--- config.mk ---
export PLATFORM = sky130hd
export DESIGN_NAME = red_comparador_serial
export DESIGN_NICKNAME = d
export VERILOG_FILES = /design/src/rtl/red_comparador_serial_pkg.sv /design/src/rtl/red_celda_k.sv /design/src/rtl/red_comparador_serial.sv
export SDC_FILE = /design/constraint.sdc
export NUM_CORES = 1
export LEC_CHECK = 0
export CORE_UTILIZATION = 30
export DETAILED_ROUTE_END_ITERATION = 8
export GPL_TIMING_DRIVEN = 0
export HOLD_SLACK_MARGIN = 0.15
export MAX_ROUTING_LAYER = met4
export PLACE_DENSITY = 0.57
export SETUP_SLACK_MARGIN = 0.1
export SYNTH_ARGS = -nofsm -noshare
export SYNTH_HDL_FRONTEND = slang
export SYNTH_HIERARCHICAL = 1
export SYNTH_SLANG_ARGS = --single-unit
export TNS_END_PERCENT = 5
--- constraint.sdc ---
create_clock -name clk -period 2.85 [get_ports clk]
set_clock_uncertainty 0.1 [all_clocks]
set_input_delay 0.7125 -clock clk [delete_from_list [all_inputs] [get_ports clk]]
set_output_delay 0.7125 -clock clk [all_outputs]
set_load 0.03 [all_outputs]
--- src/rtl/red_comparador_serial_pkg.sv ---
// Shared definitions for the serial magnitude comparator: FSM states and p/q meaning.
package red_comparador_serial_pkg;

  typedef enum logic [1:0] {
    ST_IDLE = 2'd0,
    ST_RUN  = 2'd1,
    ST_DONE = 2'd2
  } state_t;

  // {p,q}: p marks A>B decided, q marks A<B decided, neither means equal so far.
  localparam logic [1:0] PQ_EQUAL = 2'b00;
  localparam logic [1:0] PQ_GT    = 2'b10;
  localparam logic [1:0] PQ_LT    = 2'b01;

endpackage

--- src/rtl/red_celda_k.sv ---
// K-bit MSB-first cascade of typical comparator cells; a decided p or q is sticky.
module red_celda_k #(
  parameter int unsigned K = 1
) (
  input  logic         p_in,
  input  logic         q_in,
  input  logic [K-1:0] ai,
  input  logic [K-1:0] bi,
  output logic         p_out,
  output logic         q_out
);

  always_comb begin
    logic p;
    logic q;
    logic p_n;
    logic q_n;
    p   = p_in;
    q   = q_in;
    p_n = p_in;
    q_n = q_in;
    for (int i = int'(K) - 1; i >= 0; i--) begin
      p_n = p | (~q & ai[i] & ~bi[i]);
      q_n = q | (~p & ~ai[i] & bi[i]);
      p   = p_n;
      q   = q_n;
    end
    p_out = p;
    q_out = q;
  end

endmodule

--- src/rtl/red_comparador_serial.sv ---
// Multi-cycle magnitude comparator: latches A/B on start, resolves K bits per clock MSB-first.
module red_comparador_serial
  import red_comparador_serial_pkg::*;
#(
  parameter int unsigned N          = 8,
  parameter int unsigned K          = 1,
  parameter int unsigned SIGNED     = 0,
  parameter int unsigned EARLY_EXIT = 1
) (
  input  logic         clk,
  input  logic         rst,
  input  logic         start,
  input  logic [N-1:0] a,
  input  logic [N-1:0] b,
  output logic         busy,
  output logic         done,
  output logic         gt,
  output logic         lt,
  output logic         eq
);

  localparam int unsigned NS = N / K;
  localparam int unsigned CW = (NS > 1) ? $clog2(NS) : 1;
  // Flipping the MSB maps two's complement onto offset binary, so the unsigned chain applies.
  localparam logic [N-1:0] MSB_FLIP = (SIGNED != 0) ? (N'(1) << (N - 1)) : '0;

  state_t          state;
  logic [N-1:0]    ra;
  logic [N-1:0]    rb;
  logic [CW-1:0]   cnt;
  logic            p;
  logic            q;
  logic            p_nx;
  logic            q_nx;
  logic [K-1:0]    sa;
  logic [K-1:0]    sb;

  assign sa = ra[32'(cnt) * K +: K];
  assign sb = rb[32'(cnt) * K +: K];

  red_celda_k #(.K(K)) u_celda (
    .p_in  (p),
    .q_in  (q),
    .ai    (sa),
    .bi    (sb),
    .p_out (p_nx),
    .q_out (q_nx)
  );

  // Control FSM, operand registers, slice counter and registered result flags.
  always_ff @(posedge clk) begin
    if (rst) begin
      state <= ST_IDLE;
      ra    <= '0;
      rb    <= '0;
      cnt   <= '0;
      p     <= 1'b0;
      q     <= 1'b0;
      busy  <= 1'b0;
      done  <= 1'b0;
      gt    <= 1'b0;
      lt    <= 1'b0;
      eq    <= 1'b0;
    end else begin
      done <= 1'b0;
      case (state)
        ST_IDLE: begin
          if (start) begin
            ra    <= a ^ MSB_FLIP;
            rb    <= b ^ MSB_FLIP;
            p     <= 1'b0;
            q     <= 1'b0;
            cnt   <= CW'(NS - 1);
            gt    <= 1'b0;
            lt    <= 1'b0;
            eq    <= 1'b0;
            busy  <= 1'b1;
            state <= ST_RUN;
          end
        end
        ST_RUN: begin
          p <= p_nx;
          q <= q_nx;
          if ((cnt == '0) || ((EARLY_EXIT != 0) && (p_nx | q_nx))) begin
            state <= ST_DONE;
          end else begin
            cnt <= cnt - CW'(1);
          end
        end
        ST_DONE: begin
          done  <= 1'b1;
          gt    <= ({p, q} == PQ_GT);
          lt    <= ({p, q} == PQ_LT);
          eq    <= ({p, q} == PQ_EQUAL);
          busy  <= 1'b0;
          state <= ST_IDLE;
        end
        default: begin
          busy  <= 1'b0;
          state <= ST_IDLE;
        end
      endcase
    end
  end

endmodule
# Word level (Yosys, flattened, before mapping)
# Index checks and enable logic that the tools add are counted.
# op_classes
n_shift	2
n_reduce_logical	12
n_eq_ne	7
bitwise_logic	12
muxes	15
addsub	1
# ops
cell	n
8-bit by 4-bit variable part select with 1-bit output	2
1-bit one-hot mux with 2 select lines	6
2-bit AND reduction	5
3-bit 2-to-1 mux	2
2-bit inequality test (second input constant)	3
3-bit one-hot mux with 2 select lines	1
1-bit inverter	5
1-bit AND	4
2-bit by 1-bit equality test with 1-bit output (second input constant)	2
2-bit equality test (second input constant)	2
2-bit zero test	2
2-bit 2-to-1 mux	2
2-bit one-hot mux with 2 select lines	1
2-bit nonzero test	2
3-bit zero test	1
1-bit 2-to-1 mux	3
1-bit bitwise OR	3
3-bit AND reduction	1
3-bit by 1-bit subtractor with 3-bit output (second input constant)	1
1-bit logical OR	1
# totals
regBits	28
inputBits	19
output_inout_bits	5
word_cells	60

# Depth between registers and ports, before layout
# Gate-level depths: netlist of the first run.
# logic_depth
ltp_word	9
depth_mapped	8
depth_no_buf	7

# Hierarchy
# The synthesis of the first run kept the hierarchy.
# modules_own_cells
mod	area_each_um2	cells_per_inst	n_inst	seq_area_each_um2
red_comparador_serial	1226.2	130	1	560.5
red_celda_k	22.5	4	1	0.0

# Worst setup path before layout of the first run
# Ideal clock, no wire load.
# synth_path
kind	register to register
start	register cnt[0]
end	register cnt[2]
required_time_ns	2.628
arrival_time_ns	1.955
stages_incl_launch_ff	9
setup_ns	0.122
path_slack_ns	0.673
path_buffers	1
period_less_slack_ns	2.177
path_cell_list	dfxtp_1 -> buf_6 -> mux4_1 -> mux2_2 -> nor2_1 -> a21o_1 -> nor2_1 -> and3_1 -> o311a_1
# synth_between
elab_chain_cells	9
elab_cells_between_ends	18
classes_between	add/sub: 1; eq/ne: 1; shift: 2; mux: 2; bitwise: 9; reduce/logical: 3
# synth_rtl
element	line_no	rtl
start, declared	red_comparador_serial.sv:30	logic [CW-1:0] cnt;
start signal, assigned	red_comparador_serial.sv:73	cnt <= CW'(NS - 1);
start signal, assigned	red_comparador_serial.sv:87	cnt <= cnt - CW'(1);
8-bit by 4-bit variable part select with 1-bit output	red_comparador_serial.sv:38	assign sa = ra[32'(cnt) * K +: K];
via sa	red_comparador_serial.sv:35	logic [K-1:0] sa;
1-bit inverter	red_celda_k.sv:24	q_n = q | (~p & ~ai[i] & bi[i]);
1-bit AND (2 in a row)	red_celda_k.sv:24	
1-bit bitwise OR	red_celda_k.sv:24	
via q_nx	red_comparador_serial.sv:34	logic q_nx;
1-bit bitwise OR	red_comparador_serial.sv:84	if ((cnt == '0) || ((EARLY_EXIT != 0) && (p_nx | q_nx))) begin
1-bit logical OR	red_comparador_serial.sv:84	
2-bit inequality test (no line)	--	
3-bit AND reduction (no line)	--	
# The timed path passes the listed nets, and every way through them passes these cells. The select of a mux whose other input is x is not followed.
# A chain may end at the register's enable or synchronous reset.

# Final worst setup path of the first run
# layout_path
start	register cnt[0]
end	register cnt[2]
# layout_between
elab_cells_between_ends	18
classes_between	add/sub: 1; eq/ne: 1; shift: 2; mux: 2; bitwise: 9; reduce/logical: 3
# layout_rtl
element	line_no	rtl
8-bit by 4-bit variable part select with 1-bit output	red_comparador_serial.sv:39	assign sb = rb[32'(cnt) * K +: K];
via sb	red_comparador_serial.sv:36	logic [K-1:0] sb;
1-bit AND	red_celda_k.sv:24	
1-bit bitwise OR	red_celda_k.sv:24	
via q_nx	red_comparador_serial.sv:34	
1-bit bitwise OR	red_comparador_serial.sv:84	
1-bit logical OR	red_comparador_serial.sv:84	
2-bit inequality test (no line)	--	
3-bit AND reduction (no line)	--	
# The timed path passes the listed nets, and every way through them passes these cells. The select of a mux whose other input is x is not followed.

==> flow_summary.yaml, run 1 <==
run_status:
  status: "complete, no violations"
global_route:
  grt_max_degree: 16
  grt_pass1_wl_mm: 4.31
  overflow: 0
  antenna_found_initial: 0
  grt_use_total_pct: 13.4
  grt_pass1_vias: 978
route:
  drc: 0
  wire_per_inst_um: 12.5
  wirelength_mm: 2.63
  vias: 1023
  drt.antenna.violating_nets: 0
  viasPerCell: 4.87
  drt-pass1-iter-count: 4
  drt_iter0_markers: 20
placement:
  place_area_sq_mm: 0.00153
  dp_slack_ps: 481
  port_buffers: 22
  dp_cells: 206
  place_congestion: 0.798
  hpwl_mm: 1.93
sta:
  maxSlewViolCount: 0
  postLayoutSetupSlackWorst_ps: 454
  fin_tns_setup_ps: 0
  period_share_pct: 84.1
  finalCriticalPeriod_ps: 2400
  finalHoldViolCount: 0
  relSlewSlack_pct: 66.8
  timing.hold.ws_ps: 355
  rsz0062_at_grt: "no"
  fmax_mhz: 417
  worstMarginPinSlew_ps: 497
  setup_viol: 0
die:
  rows: 23
  ios: 24
  core_area_sq_mm: 0.00400
  die_area_sq_mm: 0.00442
  dieHeight_um: 66.5
  die_w_um: 66.5
  start_util_pct: 31.2
pwr:
  p_seq_share_pct: 48.0
  switching_share_pct: 29.1
  total_power_mw: 0.950
  power_frac_comb_pct: 26.3
  clockPowerShare_pct: 25.7
  switchingPower_mw: 0.276
  p_int_mw: 0.674
  cellLeakagePower_nw: 0.610
  vdd_ir_drop_max_uv: 235
  power_density_mw_per_mm2: 599
clock_network:
  cts_sinks: 28
  cts-htree-levels: 1
  clk_pin_slew_ps: 90
  cts.path.max_buffers: 2
  cts_tree: "yes"
  clkLatencyLatePin_ps: 270
  postCtsHoldBufs: 0
  post-cts-setup-buffers: 0
  cts_made_buffers: 3
  root_buffer: "clkbuf_8"
  cts_resized: 0
synth:
  yosysWarnings: 6
  synth_compound_area_share_pct: 17.8
  synth_cells: 134
  netlist_area_sq_mm: 0.00125
  synth_top_area_share_pct: 44.9
  synth_most_common_cell: "nand2_1"
  synth.avg_cell_area_sq_um: 9.32
  synth_xor_area_share_pct: 0
  syn-num-nets: 155
  synth-adder-area-share_pct: 2.00
  synth_commonest_cells: "32 x nand2_1, 28 x dfxtp_1, 19 x a21oi_1"
  synth_top_family_by_area: "simple AND/OR/NAND/NOR gates"
  ys_ff_latch: 28
  synthTopCellsByArea: "dfxtp_1 45%, nand2_1 9.6%, mux4_1 8.4%"
  synth_edf_count: 0
  synthSimpleGateAreaFrac_pct: 18.3
  synthFlopType: "dfxtp_1"
  yosys-mux-area-fraction_pct: 10.2
  yosys.area.top_type: "dfxtp_1"
  synth_cell_types: 32
  ys_async_sr_fraction_pct: 0
  yosysSeqAreaShare_pct: 44.9
finish:
  layout-drive-gt1-share_pct: 9.38
  fin_cells: 210
  post-route-util_pct: 39.7
  final_area_sq_mm: 0.00159
  num_antenna_cells: 0
  fill_cells: 406
  layout.nets: 182
  areaGrowthSynthToFinish_pct: 27.1
critical_path:
  worst_path_max_delay_cell: "mux4_1"
  crit_path_start_kind: "flop"
  critPathKind: "reg2reg"
  cp_cell_sequence: "buf_6 > mux4_1 > mux2_2 > a21o_1 > nor2_1 > and3_1 > o311a_1"
  cp_max_fo: 7
  slowest_delay_ps: 570
  critPathArrivalTime_ps: 2520
  crit_required_ps: 2970
  endpoint_kind: "flop"
worst_hold_path:
  hp-class: "reg2reg"
job:
  drv_cap: 0
## sequential cells by signal, summed over array words and instances (netlist names)
register and count:
ra 8, rb 8, cnt 3, state 2
busy 1, done 1, eq 1, gt 1
lt 1, p 1, q 1
## layout by cell type, fill, tap and decap left out, drive strengths merged, types with 2 or more instances in the layout
cell	n
inv	5
mux4	4
nand4	2
dfxtp	28
a32o	2
a22oi	2
nand2b	2
a21o	2
ha	2
buf	6
clkbuf	7
a211oi	2
nor3b	2
mux2	2
a21oi	20
nor2	7
a311oi	2
clkdlybuf4s50	22
nand2	32
## critical path, delay by kind of cell, from the launching register on
family          cells  cell delay, ps
mux                 2             880
simple gates        2             560
compound gates      2             340
flops               1             330
buf+inv             1             140
## kinds of logic after synthesis
logic type	count (synthesis)
DFF	28
buffers and inverters	14
AOI/OAI and AO/OA	34
and+or+nand+nor	50
muxes	6
adders and majority gates	2
## path summary, 6_finish.rpt
path / end / depth (start not counted) / startpoint / slack, ps
max: cnt[2] / 7 / cnt[0] / 450
min: ra[4] / 2 / ra[4] / 350
max reg2reg: cnt[2] / 7 / cnt[0] / 450
min reg2reg: ra[4] / 2 / ra[4] / 350
## power groups by stage
stage               Clock (mW)  Combinational [mW]  Sequential, mW
global route             0.267               0.275           0.461
detailed placement           0               0.248           0.466
finish                   0.244               0.250           0.456
floorplan                    0               0.173           0.464
global placement             0               0.241           0.464
CTS                      0.254               0.250           0.457
## layout make-up
cell class              instances  area (sq um)  area share (%)
inverters                       5          18.8            1.18
repair buffers                 22           220            13.9
plain buffers                   9          65.1            4.10
well taps                      50          62.6            3.94
multi-input cells              92           604            38.1
clock buffers                   4          55.1            3.47
flip-flops and latches         28           561            35.3
## routing by layer
metal	GRT usage (%)	share of wire (%)	wire length [um]	vias to the layer above
met1	15.3	47	1230	475
met2	22.6	48	1270	18
met3	2.23	3.0	78	6
met4	6.91	2.1	54	0
met5	-	0	0	-
li1	-	-	-	524
Power figures use the tool's default switching activity.
==> inputs of run 2 (changes only) <==
- clock period: 2.85 -> 2.25 ns (I/O delays scaled with it)
==> run 2 against run 1 <==
Against the previous run: routed wire length up 0.30%; clock power up 29%; cell count up 1.4%; cell area up 2.1%; flip-flop and latch count unchanged; worst hold slack better by 7.9 ps; non-clock buffer count up 3; sequential power up 28%; critical endpoint unchanged; largest cell class unchanged.
==> flow_summary.yaml, run 2 (synthesis results as in run 1) <==
finish:
  layout_common_cells: "32 x nand2_1, 27 x dfxtp_1, 22 x clkdlybuf4s50_1"
  layout.nets: 185
  final_common_cell: "nand2_1"
  layout-drive-gt1-share_pct: 16.6
  areaGrowthSynthToFinish_pct: 29.8
  final_area_sq_mm: 0.00162
  top_regs: "ra x8, rb x8, cnt x3"
  num_antenna_cells: 0
clock_network:
  cts_tree: "yes"
  cts.path.max_buffers: 2
  cts-htree-levels: 1
  cts_made_buffers: 3
  clkLatencyLatePin_ps: 270
  postCtsHoldBufs: 0
  clk_pin_slew_ps: 100
  root_buffer: "clkbuf_8"
  cts_sinks: 28
pwr:
  power_frac_comb_pct: 28.3
  p_seq_share_pct: 46.6
  clockPowerShare_pct: 25.1
  cellLeakagePower_nw: 0.608
  switchingPower_mw: 0.366
  vdd_ir_drop_max_uv: 423
  switching_share_pct: 29.3
  p_int_mw: 0.884
  power_density_mw_per_mm2: 771
die:
  die_area_sq_mm: 0.00442
  ios: 24
  start_util_pct: 31.2
  dieHeight_um: 66.5
  die_w_um: 66.5
  core_area_sq_mm: 0.00400
  rows: 23
job:
  drv_cap: 0
worst_hold_path:
  hp-start: "ra[5]"
  hp-class: "reg2reg"
critical_path:
  crit_path_start: "cnt[0]"
  critPathKind: "reg2reg"
  endpoint_kind: "flop"
  timing.rr.start: "cnt[0]"
  crit_path_start_kind: "flop"
  critPathArrivalTime_ps: 2300
  crit_required_ps: 2310
  cp_max_fo: 6
route:
  drt-pass1-iter-count: 4
  drt.antenna.violating_nets: 0
  drc: 0
  viasPerCell: 4.87
  wire_per_inst_um: 12.4
  vias: 1038
  drt_iter0_markers: 25
  wirelength_mm: 2.64
sta:
  setup_viol: 0
  period_share_pct: 99.5
  finalCriticalPeriod_ps: 2240
  finalHoldViolCount: 0
  worstMarginPinSlew_ps: 522
  timing.hold.ws_ps: 363
  fmax_mhz: 447
  rsz0062_at_grt: "yes"
  relSlewSlack_pct: 65.2
  maxSlewViolCount: 0
placement:
  place_congestion: 0.777
  port_buffers: 22
  hpwl_mm: 1.93
  place_area_sq_mm: 0.00153
global_route:
  antenna_found_initial: 0
  grt_pass1_vias: 1091
  overflow: 0
  grt_use_total_pct: 13.9
  grt_max_degree: 16
  grt_pass1_wl_mm: 4.61
run_status:
  status: "complete, no violations"
-- run 2: cell types whose count changed in the layout (fill, tap and decap cells not counted), moves of 2 or more --
cell | before | now
mux4_2 | 0 | 4
nor2_1 | 7 | 4
buf_4 | 2 | 5
mux2_4 | 0 | 2
mux4_1 | 4 | 0
nor2_2 | 0 | 2
mux2_2 | 2 | 0
-- run 2: final timing paths --
check            to  slack (ps)  cells after the start
max          cnt[2]          10                      8
min           ra[5]         360                      2
max reg2reg  cnt[2]          10                      8
min reg2reg   ra[5]         360                      2
-- run 2: area by class of cell --
class	count	area (sq um)
repair buffers	25	243
fillers	398	2380
well taps	50	62.6
clock buffers	4	55.1
multi-input cells	92	614
inverters	5	18.8
plain buffers	9	65.1
flip-flops and latches	28	562
-- run 2: what timing repair did --
item,4_1_cts,5_1_grt
endpoints found under the hold margin,0,0
setup buffers,3,0
endpoints found under the setup margin,5,5
pin swaps,2,5
gates resized for setup,8,3
-- run 2: critical path, cell delays in order (launching register included) --
cell and delay [ps]:
dfxtp_2 330, buf_6 120, mux4_2 500, mux2_4 300, nor2_2 80, a21o_1 180, nor2_4 70, and3_4 160
o311a_1 290
-- run 2: metrics by stage --
stage | setup slack [ps] | power, mW | util (%) | TNS (ps) | instances
floorplan | 105 | 0.810 | - | 0 | 134
global route | -58.4 | 1.32 | 40.5 | -112 | 213
detailed placement | -63.2 | 0.906 | 38.3 | -128 | 206
finish | 10.7 | 1.25 | 40.5 | 0 | 213
global placement | -27.9 | 0.897 | 38.3 | -42.0 | 206
CTS | 5.48 | 1.25 | 40.3 | 0 | 213
-- run 2: power groups by stage --
stage | clock network, mW | logic (mW) | registers [mW]
floorplan | 0 | 0.222 | 0.588
global placement | 0 | 0.309 | 0.588
detailed placement | 0 | 0.316 | 0.590
CTS | 0.317 | 0.351 | 0.581
global route | 0.338 | 0.391 | 0.590
finish | 0.314 | 0.353 | 0.583
-- run 2: routing by layer --
layer / vias up / routed length (um) / GRT usage [%]
li1: 526 / - / -
met1: 487 / 1240 / 16.3
met2: 21 / 1290 / 23.9
met3: 4 / 81 / 2.23
met4: 0 / 29 / 5.32
met5: - / 0 / -
